File: config.mk
export PLATFORM = sky130hd
export DESIGN_NAME = apb_rr_arbiter
export DESIGN_NICKNAME = d
export VERILOG_FILES = /design/src/rtl/apb_rr_arbiter.sv
export SDC_FILE = /design/constraint.sdc
export NUM_CORES = 1
export LEC_CHECK = 0
export BUFFER_PORTS_ARGS = -buffer_cell sky130_fd_sc_hd__buf_2
export CORE_AREA = 2 2 109 111
export DETAILED_ROUTE_END_ITERATION = 6
export DIE_AREA = 0 0 111 113
export GPL_ROUTABILITY_DRIVEN = 0
export PLACE_DENSITY = 0.87
export SLEW_MARGIN = 10
export SYNTH_ARGS = -nofsm -noshare
export SYNTH_HDL_FRONTEND = slang
export SYNTH_SLANG_ARGS = --single-unit
File: constraint.sdc
create_clock -name clk -period 2.03 [get_ports clk]
set_clock_uncertainty 0.1 [all_clocks]
set_input_delay 0 -clock clk [delete_from_list [all_inputs] [get_ports clk]]
set_output_delay 0 -clock clk [all_outputs]
set_load 0.005 [all_outputs]
File: src/rtl/apb_rr_arbiter.sv
// Round-robin arbiter that shares one APB3 master port among NUM_REQ requesters.
// Define APB_TIMEOUT_EN to bound the ACCESS phase to TIMEOUT_CYCLES wait states.
module apb_rr_arbiter #(
  parameter int NUM_REQ        = 2,
  parameter int ADDRESS_WIDTH  = 32,
  parameter int DATA_WIDTH     = 32,
  parameter int TIMEOUT_CYCLES = 16
) (
  input  logic                             clk,
  input  logic                             rst,
  input  logic [NUM_REQ-1:0]               req_valid,
  output logic [NUM_REQ-1:0]               req_ready,
  input  logic [NUM_REQ*ADDRESS_WIDTH-1:0] req_addr,
  input  logic [NUM_REQ-1:0]               req_write,
  input  logic [NUM_REQ*DATA_WIDTH-1:0]    req_wdata,
  input  logic [NUM_REQ*DATA_WIDTH/8-1:0]  req_strb,
  output logic [NUM_REQ-1:0]               rsp_valid,
  output logic [DATA_WIDTH-1:0]            rsp_rdata,
  output logic                             rsp_err,
  output logic [ADDRESS_WIDTH-1:0]         PADDR,
  output logic                             PSEL,
  output logic                             PENABLE,
  output logic                             PWRITE,
  output logic [DATA_WIDTH-1:0]            PWDATA,
  output logic [DATA_WIDTH/8-1:0]          PSTRB,
  input  logic [DATA_WIDTH-1:0]            PRDATA,
  input  logic                             PREADY,
  input  logic                             PSLVERR
);

  localparam int STRB_WIDTH = DATA_WIDTH / 8;
  localparam int PTR_WIDTH  = (NUM_REQ > 1) ? $clog2(NUM_REQ) : 1;
  localparam logic [PTR_WIDTH-1:0] PTR_RESET = PTR_WIDTH'(NUM_REQ - 1);

  typedef enum logic [1:0] {
    IDLE   = 2'd0,
    SETUP  = 2'd1,
    ACCESS = 2'd2
  } state_t;

  state_t                     state;
  state_t                     next_state;
  logic [PTR_WIDTH-1:0]       ptr;
  logic [PTR_WIDTH-1:0]       grant;
  logic                       grant_found;
  logic [ADDRESS_WIDTH-1:0]   sel_addr;
  logic                       sel_write;
  logic [DATA_WIDTH-1:0]      sel_wdata;
  logic [STRB_WIDTH-1:0]      sel_strb;
  logic                       done;
  logic                       timeout;

  // Search above the pointer first, then wrap to the low requesters.
  // NOTE: every signal written in always_comb gets a default first, so no path can infer a latch.
  always_comb begin
    grant       = ptr;
    grant_found = 1'b0;
    sel_addr    = '0;
    sel_write   = 1'b0;
    sel_wdata   = '0;
    sel_strb    = '0;
    for (int j = 0; j < NUM_REQ; j++) begin
      if (!grant_found && req_valid[j] && (j > int'(ptr))) begin
        grant       = PTR_WIDTH'(j);
        grant_found = 1'b1;
      end
    end
    for (int j = 0; j < NUM_REQ; j++) begin
      if (!grant_found && req_valid[j] && (j <= int'(ptr))) begin
        grant       = PTR_WIDTH'(j);
        grant_found = 1'b1;
      end
    end
    for (int j = 0; j < NUM_REQ; j++) begin
      if (int'(grant) == j) begin
        sel_addr  = req_addr[j*ADDRESS_WIDTH +: ADDRESS_WIDTH];
        sel_write = req_write[j];
        sel_wdata = req_wdata[j*DATA_WIDTH +: DATA_WIDTH];
        sel_strb  = req_strb[j*STRB_WIDTH +: STRB_WIDTH];
      end
    end
  end

  assign req_ready = (state == IDLE && grant_found) ? (NUM_REQ'(1) << grant) : '0;

`ifdef APB_TIMEOUT_EN
  localparam int CNT_WIDTH = $clog2(TIMEOUT_CYCLES + 1);
  logic [CNT_WIDTH-1:0] wait_cnt;

  // Cleared during SETUP so every ACCESS phase starts counting from zero.
  always_ff @(posedge clk or negedge rst) begin
    if (!rst) begin
      wait_cnt <= '0;
    end else if (state == SETUP) begin
      wait_cnt <= '0;
    end else if (state == ACCESS && !PREADY) begin
      wait_cnt <= wait_cnt + CNT_WIDTH'(1);
    end
  end

  // The cycle that would bring the count to the limit ends the transfer; PREADY still wins.
  assign timeout = (state == ACCESS) && !PREADY &&
                   (wait_cnt == CNT_WIDTH'(TIMEOUT_CYCLES - 1));
`else
  // Without the timeout build the ACCESS phase waits for PREADY indefinitely.
  assign timeout = (TIMEOUT_CYCLES < 0);
`endif

  always_comb begin
    next_state = state;
    done       = 1'b0;
    case (state)
      IDLE:    if (grant_found) next_state = SETUP;
      SETUP:   next_state = ACCESS;
      ACCESS: begin
        if (PREADY || timeout) begin
          next_state = IDLE;
          done       = 1'b1;
        end
      end
      default: next_state = IDLE;
    endcase
  end

  // NOTE: sequential state uses non-blocking assignments so every register samples pre-edge values.
  always_ff @(posedge clk or negedge rst) begin
    if (!rst) state <= IDLE;
    else      state <= next_state;
  end

  always_ff @(posedge clk or negedge rst) begin
    if (!rst) begin
      ptr       <= PTR_RESET;
      PADDR     <= '0;
      PSEL      <= 1'b0;
      PENABLE   <= 1'b0;
      PWRITE    <= 1'b0;
      PWDATA    <= '0;
      PSTRB     <= '0;
      rsp_valid <= '0;
      rsp_rdata <= '0;
      rsp_err   <= 1'b0;
    end else begin
      rsp_valid <= '0;
      case (state)
        IDLE: begin
          if (grant_found) begin
            ptr    <= grant;
            PADDR  <= sel_addr;
            PWRITE <= sel_write;
            PWDATA <= sel_wdata;
            PSTRB  <= sel_write ? sel_strb : '0;
            PSEL   <= 1'b1;
          end
        end
        SETUP: PENABLE <= 1'b1;
        ACCESS: begin
          // ptr still names the granted requester for the whole transfer.
          if (done) begin
            PSEL      <= 1'b0;
            PENABLE   <= 1'b0;
            rsp_valid <= NUM_REQ'(1) << ptr;
            rsp_rdata <= (PREADY && !PWRITE) ? PRDATA : '0;
            rsp_err   <= PREADY ? PSLVERR : 1'b1;
          end
        end
        default: ;
      endcase
    end
  end

endmodule

==> flow_metrics.py <==
metrics = {
    "run_status": {
        "outcome": "complete, no violations",
    },
    "synthesis": {
        "post-synth-top-count-cell": "dfrtp_1",
        "synth_common_cells": "dfrtp_1 (108), nand2_1 (106), mux2i_1 (68)",
        "avgSynthCellArea_um2": 10.5,
        "synthesis.area_mm2": 0.00493,
        "synth_area_leader_cell": "dfrtp_1",
        "ys.flop_type": "dfrtp_1",
        "synth_edf_count": 0,
        "yosys_warnings": 0,
        "synth_cells": 471,
        "synth-seq-cells": 109,
        "synth_fp_nets": 647,
        "yosysUniqueCellTypes": 22,
        "synth.top_cell.area_share_pct": 54.9,
        "synth_seq_area_share_pct": 55.4,
        "ys_async_sr_fraction_pct": 100,
        "synthTopCellsByArea": "dfrtp_1 (55%), mux2i_1 (14%), nand2_1 (8.1%)",
    },
    "min_path": {
        "hold_start": "req_valid[1]",
        "hold_path_end": "state[0]",
        "hold_depth": 4,
        "hold_class": "input pin to flop",
    },
    "clock_tree": {
        "cts_resized": 0,
        "postCtsHoldBufs": 173,
        "clk_transition_reported_paths_ps": 70,
        "numCtsBuffers": 9,
        "root_buffer": "clkbuf_16",
        "clockBufferDepth": 2,
        "htreeDepth": 3,
        "clock_latency_ps": 340,
        "cts_tree": "built",
        "cts_num_sinks": 109,
        "cts_setup_buffers": 0,
    },
    "grt": {
        "groute.usage.overall_pct": 29.7,
        "grt_overflow_total": 0,
        "grt_pass1_wl_um": 29600,
        "grt_max_degree": 71,
        "grt_pass1_vias": 6009,
        "grt_antenna_before_repair": 0,
    },
    "routing": {
        "drt-initial-drc-count": 398,
        "drt_pass1_iterations": 5,
        "wl_per_cell_um": 17.5,
        "vias": 5443,
        "postRouteAntennaNets": 0,
        "via_per_inst": 5.12,
        "drc_errors": 0,
        "drt_wl_total_um": 18600,
    },
    "timing": {
        "finalSetupTns_ps": 0,
        "slew_headroom_pct": 57.2,
        "worst_pin_slew_ps": 635,
        "fin_crit_sh_pct": 95.0,
        "setup_viol": 0,
        "finalCriticalPeriod_ps": 1930,
        "rsz0062_at_grt": "false",
        "max_freq_mhz": 518,
        "finalHoldViolCount": 0,
        "drv_slew": 0,
    },
    "worst_setup_path": {
        "cp_cell_sequence": "nor2b_2 > a21oi_4 > buf_12 > mux2i_1 > o21ai_1",
        "r2r_cells": 5,
        "cp-start-kind": "flop",
        "cp_slowest_cell": "dfstp_2",
        "cp.arrival_ps": 2030,
        "r2r_start": "ptr",
        "end_kind": "flop",
        "reg2reg_slack_ps": 100,
        "max_stage_delay_ps": 600,
        "critical_path_class": "flop to flop",
        "crit_fanout": 36,
        "r2r-end": "PADDR[23]",
        "worstPathRequired_ps": 2130,
    },
    "die": {
        "io_pins": 284,
        "die_x_um": 111,
        "start_util_pct": 43.7,
        "design.core.area_mm2": 0.0113,
        "die_h_um": 113,
        "dieArea_mm2": 0.0125,
        "std_cell_rows": 39,
    },
    "placement": {
        "dp_hpwl_um": 9450,
        "io_buffers": 283,
        "post-place-cells": 875,
    },
    "finish": {
        "nets": 1092,
        "instances_no_fill": 1064,
        "area_delta_synth_final_pct": 71.8,
        "diodes": 0,
        "fill_cells": 665,
        "drive_gt1_share_pct": 35.0,
    },
    "pwr": {
        "power_density_mw_per_mm2": 1200,
        "totalPowerFinal_uw": 10100,
        "peakVddDrop_mv": 0.789,
        "p_leak_uw": 0.00445,
    },
    "run": {
        "drv_cap": 0,
    },
}
sequential cells by signal, summed over array words and instances (netlist names):
| name | flops |
|---|---|
| state | 2 |
| PENABLE | 1 |
| PSTRB | 4 |
| PWDATA | 32 |
| ptr | 1 |
| PADDR | 32 |
| rsp_err | 1 |
| PSEL | 1 |
| PWRITE | 1 |
| rsp_valid | 2 |
| rsp_rdata | 32 |
worst max path at each step:
stage / from / to / slack, ps / cells after the start
final: ptr / PADDR[23] / 100 / 5
after global placement: ptr / PWDATA[0] / 370 / 5
after global routing: ptr / req_ready[0] / 50 / 5
after CTS: ptr / req_ready[0] / 120 / 5
after floorplan: ptr / PADDR[10] / 500 / 6
after detailed placement: ptr / PADDR[1] / 330 / 5
cells by family (layout without fill, tap and decap cells):
family                 count (synthesis)  in the layout  synth area share, %
buffers and inverters                 37            487                 5.64
multiplexers                          70             70                 14.3
flip-flops                           109            109                 55.4
AND/OR/NAND/NOR                      148            148                 13.1
AO/OA/AOI/OAI                        107            107                 11.6
final cells by class:
cell class | instances | area, µm² | area share [%]
timing repair buffer | 467 | 3300 | 38.9
sequential | 109 | 2730 | 32.2
multi-input combinational | 325 | 1940 | 22.9
inverter | 4 | 15.0 | 0.177
clock buffer | 13 | 260 | 3.08
clock inverter | 3 | 46.3 | 0.547
tap | 143 | 179 | 2.11
cell usage in the layout, fill, tap and decap left out, types with 2 or more instances in the layout:
master and n:
a21oi_1 3, buf_12 5, buf_2 282, buf_4 7
clkbuf_1 2, clkbuf_16 9, clkbuf_8 2, dfrtp_1 108
dlygate4sd3_1 173, inv_1 4, mux2_2 2, mux2i_1 68
nand2_1 106, nand2b_1 32, nor2_1 7, o21ai_0 34
o21ai_1 60, o21ai_2 8
where the power goes:
part / switching (µW) / internal (µW)
combinational: 2450 / 2130
sequential: 605 / 3170
clock: 763 / 1030
layer usage:
metal	global-route usage, %	share of wire (%)	vias up
met5	0	0	-
met4	18.1	5.8	0
met3	7.28	8.3	89
met2	51.4	49	355
met1	33.4	37	2533
li1	-	-	2466
stage by stage:
stage                     instance area [µm²]  setup slack (ps)  hold WS, ps  utilization [%]
after floorplan                          4930               497         -396                -
after global routing                     8460              49.5          135             75.1
after global placement                   6420               366         -184             57.0
final                                    8460               101         92.7             75.1
after CTS                                8460               116         96.5             75.1
after detailed placement                 6420               329         -179             57.0
worst max-delay path: cells and delay by family, from the launching register on:
family	cells	cell delay [ps]
compound gates	2	330
mux	1	370
buf+inv	1	270
flops	1	600
simple gates	1	80
(Power assumes the default switching activity.)
